### src/rtl/btn_debouncer_if.sv
// ----------------------------------------------------------------------
// btn_debouncer_if : raw button input and conditioned level/strobe outputs
// Rev 1.0
// ----------------------------------------------------------------------
`default_nettype none

interface btn_debouncer_if;
  logic btn_raw;
  logic btn_clean;
  logic btn_rise;
  logic btn_fall;
  logic busy;

  modport master (
    output btn_raw,
    input  btn_clean,
    input  btn_rise,
    input  btn_fall,
    input  busy
  );

  modport slave (
    input  btn_raw,
    output btn_clean,
    output btn_rise,
    output btn_fall,
    output busy
  );
endinterface

`default_nettype wire

### src/rtl/btn_debouncer.sv
// ----------------------------------------------------------------------
// btn_debouncer : synchroniser plus stability-counter qualification FSM
// Rev 1.0
// ----------------------------------------------------------------------
`default_nettype none

module btn_debouncer #(
  parameter int SYNC_STAGES     = 2,
  parameter int DEBOUNCE_CYCLES = 1000000,
  parameter int CNT_WIDTH       = 20
) (
  input  logic             clk,
  input  logic             rst,
  btn_debouncer_if.slave   btn
);

  typedef enum logic [1:0] {
    S_LOW      = 2'd0,
    S_CHK_HIGH = 2'd1,
    S_HIGH     = 2'd2,
    S_CHK_LOW  = 2'd3
  } state_t;

  localparam logic [CNT_WIDTH-1:0] C_CNT_MAX = CNT_WIDTH'(DEBOUNCE_CYCLES);
  localparam logic [CNT_WIDTH-1:0] C_CNT_ONE = CNT_WIDTH'(1);

  logic [SYNC_STAGES-1:0] sync_q;
  logic                   sync_w;

  state_t                 state_q, state_d;
  logic [CNT_WIDTH-1:0]   cnt_q, cnt_d;
  logic                   clean_q, clean_d;
  logic                   rise_q, rise_d;
  logic                   fall_q, fall_d;
  logic                   busy_q, busy_d;

  always_ff @(posedge clk) begin
    if (!rst) begin
      sync_q <= '0;
    end else begin
      sync_q <= {sync_q[SYNC_STAGES-2:0], btn.btn_raw};
    end
  end

  assign sync_w = sync_q[SYNC_STAGES-1];

  always_ff @(posedge clk) begin
    if (!rst) begin
      state_q <= S_LOW;
      cnt_q   <= '0;
      clean_q <= 1'b0;
      rise_q  <= 1'b0;
      fall_q  <= 1'b0;
      busy_q  <= 1'b0;
    end else begin
      state_q <= state_d;
      cnt_q   <= cnt_d;
      clean_q <= clean_d;
      rise_q  <= rise_d;
      fall_q  <= fall_d;
      busy_q  <= busy_d;
    end
  end

  always_comb begin
    state_d = state_q;
    cnt_d   = cnt_q;
    rise_d  = 1'b0;
    fall_d  = 1'b0;

    // A bounce back to the stable level drops the candidate with no partial credit.
    case (state_q)
      S_LOW: begin
        if (sync_w) begin
          state_d = S_CHK_HIGH;
          cnt_d   = C_CNT_ONE;
        end
      end
      S_CHK_HIGH: begin
        if (!sync_w) begin
          state_d = S_LOW;
          cnt_d   = '0;
        end else if (cnt_q == C_CNT_MAX) begin
          state_d = S_HIGH;
          cnt_d   = '0;
          rise_d  = 1'b1;
        end else begin
          cnt_d = cnt_q + C_CNT_ONE;
        end
      end
      S_HIGH: begin
        if (!sync_w) begin
          state_d = S_CHK_LOW;
          cnt_d   = C_CNT_ONE;
        end
      end
      S_CHK_LOW: begin
        if (sync_w) begin
          state_d = S_HIGH;
          cnt_d   = '0;
        end else if (cnt_q == C_CNT_MAX) begin
          state_d = S_LOW;
          cnt_d   = '0;
          fall_d  = 1'b1;
        end else begin
          cnt_d = cnt_q + C_CNT_ONE;
        end
      end
      default: begin
        state_d = S_LOW;
        cnt_d   = '0;
      end
    endcase

    // Outputs are decoded from the next state and registered, so they are glitch-free.
    clean_d = (state_d == S_HIGH) || (state_d == S_CHK_LOW);
    busy_d  = (state_d == S_CHK_HIGH) || (state_d == S_CHK_LOW);
  end

  assign btn.btn_clean = clean_q;
  assign btn.btn_rise  = rise_q;
  assign btn.btn_fall  = fall_q;
  assign btn.busy      = busy_q;

endmodule

`default_nettype wire

### src/flat_wrapper.sv
// flat-port wrapper written by rule: the top's interface ports become plain ports
module btn_debouncer_flat 
#(
  parameter int SYNC_STAGES     = 2,
  parameter int DEBOUNCE_CYCLES = 1000000,
  parameter int CNT_WIDTH       = 20
)
  (clk, rst, btn_btn_raw, btn_btn_clean, btn_btn_rise, btn_btn_fall, btn_busy);
  btn_debouncer_if btn_i ();
  input  logic clk;
  input  logic rst;
  input wire logic [$bits(btn_i.btn_raw)-1:0] btn_btn_raw;
  output wire logic [$bits(btn_i.btn_clean)-1:0] btn_btn_clean;
  output wire logic [$bits(btn_i.btn_rise)-1:0] btn_btn_rise;
  output wire logic [$bits(btn_i.btn_fall)-1:0] btn_btn_fall;
  output wire logic [$bits(btn_i.busy)-1:0] btn_busy;
  assign btn_i.btn_raw = btn_btn_raw;
  assign btn_btn_clean = btn_i.btn_clean;
  assign btn_btn_rise = btn_i.btn_rise;
  assign btn_btn_fall = btn_i.btn_fall;
  assign btn_busy = btn_i.busy;
  btn_debouncer #(.SYNC_STAGES(SYNC_STAGES), .DEBOUNCE_CYCLES(DEBOUNCE_CYCLES), .CNT_WIDTH(CNT_WIDTH)) u_core (.clk(clk), .rst(rst), .btn(btn_i));
endmodule
### config.mk
export PLATFORM = sky130hd
export DESIGN_NAME = btn_debouncer_flat
export DESIGN_NICKNAME = d
export VERILOG_FILES = /design/src/rtl/btn_debouncer_if.sv /design/src/rtl/btn_debouncer.sv /design/src/flat_wrapper.sv
export SDC_FILE = /design/constraint.sdc
export NUM_CORES = 1
export LEC_CHECK = 0
export ABC_AREA = 1
export ABC_CLOCK_PERIOD_IN_PS = 2800
export CORE_MARGIN = 1.5
export CORE_UTILIZATION = 40
export DETAILED_ROUTE_END_ITERATION = 8
export PLACE_DENSITY = 0.53
export SYNTH_ARGS = -nofsm -noshare
export SYNTH_HDL_FRONTEND = slang
export SYNTH_SLANG_ARGS = --single-unit
### constraint.sdc
create_clock -name clk -period 2.8 [get_ports clk]
set_input_delay 0.28 -clock clk [delete_from_list [all_inputs] [get_ports clk]]
set_output_delay 0.28 -clock clk [all_outputs]
set_load 0.01 [all_outputs]
==> impl_metrics.toml <==
[run_status]
outcome = "finished, final reports clean"

[layout]
seq_area_um2 = 541
layout_commonest_cell = "nand2_1"
drive_gt1_share_pct = 12.0
final_util_pct = 45.0
final_cell_mix = "nand2_1 (73), inv_1 (33), nor2_1 (33)"
multi_input_area_um2 = 822
fill_cells = 401
area_growth_pct = 6.68
antenna_cells = 0
final_cell_count_no_fill = 290
fin_nets = 248

[clock_tree]
cts_tree = "yes"
cts.sink_count = 27
cts.htree.levels = 1
ctsLongestPathBuffers = 2
post_cts_buffers = 0
cts_resized = 0
worst_skew_pair.late_latency_ns = 0.27
clkTransAtPathRegs_ns = 0.09
cts_made_buffers = 3
hold_buffers = 0
cts-root-buf = "clkbuf_8"

[grt]
grt_max_degree = 18
grt_pass1_wl_um = 5180
grt_use_total_pct = 15.9
grt_pass1_vias = 1133
overflow = 0
antenna_found_initial = 0

[timing]
setup_tns_ns = 0
fin_crit_sh_pct = 55.4
fmax_mhz = 645
hold_ws_ns = 0.424
rsz0062_at_grt = "false"
slew_headroom_pct = 77.0
fin_crit_ns = 1.55
clock_skew_ns = 0.00445
finalHoldViolations = 0
slew_violations = 0
worstMarginPinSlew_ns = 0.343
setup_viol = 0

[logic_synthesis]
synth-edff-count = 0
syn-instance-count = 237
yosysSeqAreaShare_pct = 34.8
synth-seq-cells = 27
netlist_area_mm2 = 0.00156
synthesis.area_per_instance_um2 = 6.56
synth_warnings = 0
synth_async_sr_flop_share_pct = 0
yosysUniqueCellTypes = 26
synthFlopType = "dfxtp_1"
syn-num-nets = 242

[critical_path]
critPathCaptureType = "flip-flop"
critical_path_class = "reg -> reg"
cp.arrival_ns = 1.71
critPathMaxStageDelay_ns = 0.35
crit_fanout = 17
path_buf_inv = 1
path_common_cell = "nor2_1"
cp-start-kind = "flip-flop"
critical_path_required_ns = 2.96
crit_family = "simple AND/OR/NAND/NOR gates"
cp_slowest_cell = "dfxtp_1"
crit_chain = "inv_1, ha_1, nand3_1, nor2_1, nand3_2, nand2_1, nand2_2, nand2_4, nor2_1"

[placement]
gp_congestion = 0.788
dp.cells = 286
numPortBuffers = 6
dp_hpwl_um = 2290

[floorplanning]
die_area_mm2 = 0.00427
core_area_mm2 = 0.00369
dieHeight_um = 65.4
start_util_pct = 42.2
die_w_um = 65.4
ios = 7
fp-row-count = 22

[detailed_routing]
drc_errors = 0
num_vias = 1299
vias_per_cell = 4.48
routedWlPerCell_um = 10.4
drt-initial-drc-count = 80
finalWirelength_um = 3010
first_pass_iters = 4
ant_nets = 0

[job]
max_cap_violations = 0

[pwr]
p_leak_nw = 0.639
power_density_mw_per_mm2 = 385
peakVddDrop_v = 0.000278
finalPower_w = 0.000639

[hold_path]
hold_path_class = "reg -> reg"
## registers in the layout, summed over array words and instances (netlist names)
name                  count
u_core.btn.btn_clean      1
u_core.btn.btn_fall       1
u_core.cnt_q             20
u_core.sync_q             2
u_core.state_q            2
u_core.btn.btn_rise       1
## layer usage
layer / global-route usage (%) / up-vias / part of all wire [%]
met4: 3.91 / 0 / 0.70
met5: 0 / - / 0
met3: 3.60 / 2 / 2.7
li1: - / 723 / -
met2: 24.2 / 13 / 43
met1: 22.7 / 561 / 53
## synth_stat cells, drive strengths merged, types with 2 or more instances
cell type / number / share of area (%)
nand2: 76 / 19
dfxtp: 27 / 35
xor2: 5 / 2.8
nor2: 51 / 16
nand3: 18 / 6.4
o21ai: 6 / 1.9
nor3: 3 / 1.3
buf: 5 / 3.9
inv: 35 / 8.4
nand4: 4 / 1.6
ha: 2 / 1.6
## final cells by class
class	instances	area share (%)
Sequential cell	27	32.6
Clock buffer	4	2.71
Timing Repair Buffer	6	3.62
Tap cell	48	3.62
Inverter	35	7.92
Multi-Input combinational cell	170	49.5
## stage by stage
step           setup WS, ns  cell area, um^2
2_1_floorplan          1.43             1560
3_3_place_gp           1.23             1610
3_5_place_dp           1.24             1610
4_1_cts                1.23             1660
5_1_grt                1.10             1660
6_report               1.25             1660
## final timing paths
check / startpoint / to / slack [ns] / cells past startpoint
min: u_core.sync_q[0] / u_core.sync_q[1] / 0.42 / 2
min reg2reg: u_core.sync_q[0] / u_core.sync_q[1] / 0.42 / 2
max reg2reg: u_core.cnt_q[0] / u_core.cnt_q[11] / 1.25 / 9
max: u_core.cnt_q[0] / u_core.cnt_q[11] / 1.25 / 9
## kinds of logic (layout without fill, tap and decap cells)
logic type | Yosys count | after routing | synth area share [%]
AND/OR/NAND/NOR | 154 | 154 | 45.0
buffers and inverters | 40 | 45 | 12.4
flip-flops | 27 | 27 | 34.8
AO/OA/AOI/OAI | 8 | 8 | 2.90
XOR/XNOR | 6 | 6 | 3.38
adder cells (fa/ha/maj) | 2 | 2 | 1.61
## power by group
| part | switching [W] | total (W) | internal, W | leakage, nW |
|---|---|---|---|---|
| clock network | 0.000120 | 0.000222 | 0.000102 | 0.0228 |
| registers | 0.00000190 | 0.000388 | 0.000386 | 0.218 |
| logic | 0.0000201 | 0.0000286 | 0.00000857 | 0.398 |
| total | 0.000142 | 0.000639 | 0.000497 | 0.639 |
## worst min-delay path: stages (launching register included)
cell and delay [ns]:
dfxtp_1 0.31, nand2_1 0.05, inv_1 0.03
(Power assumes the default switching activity.)
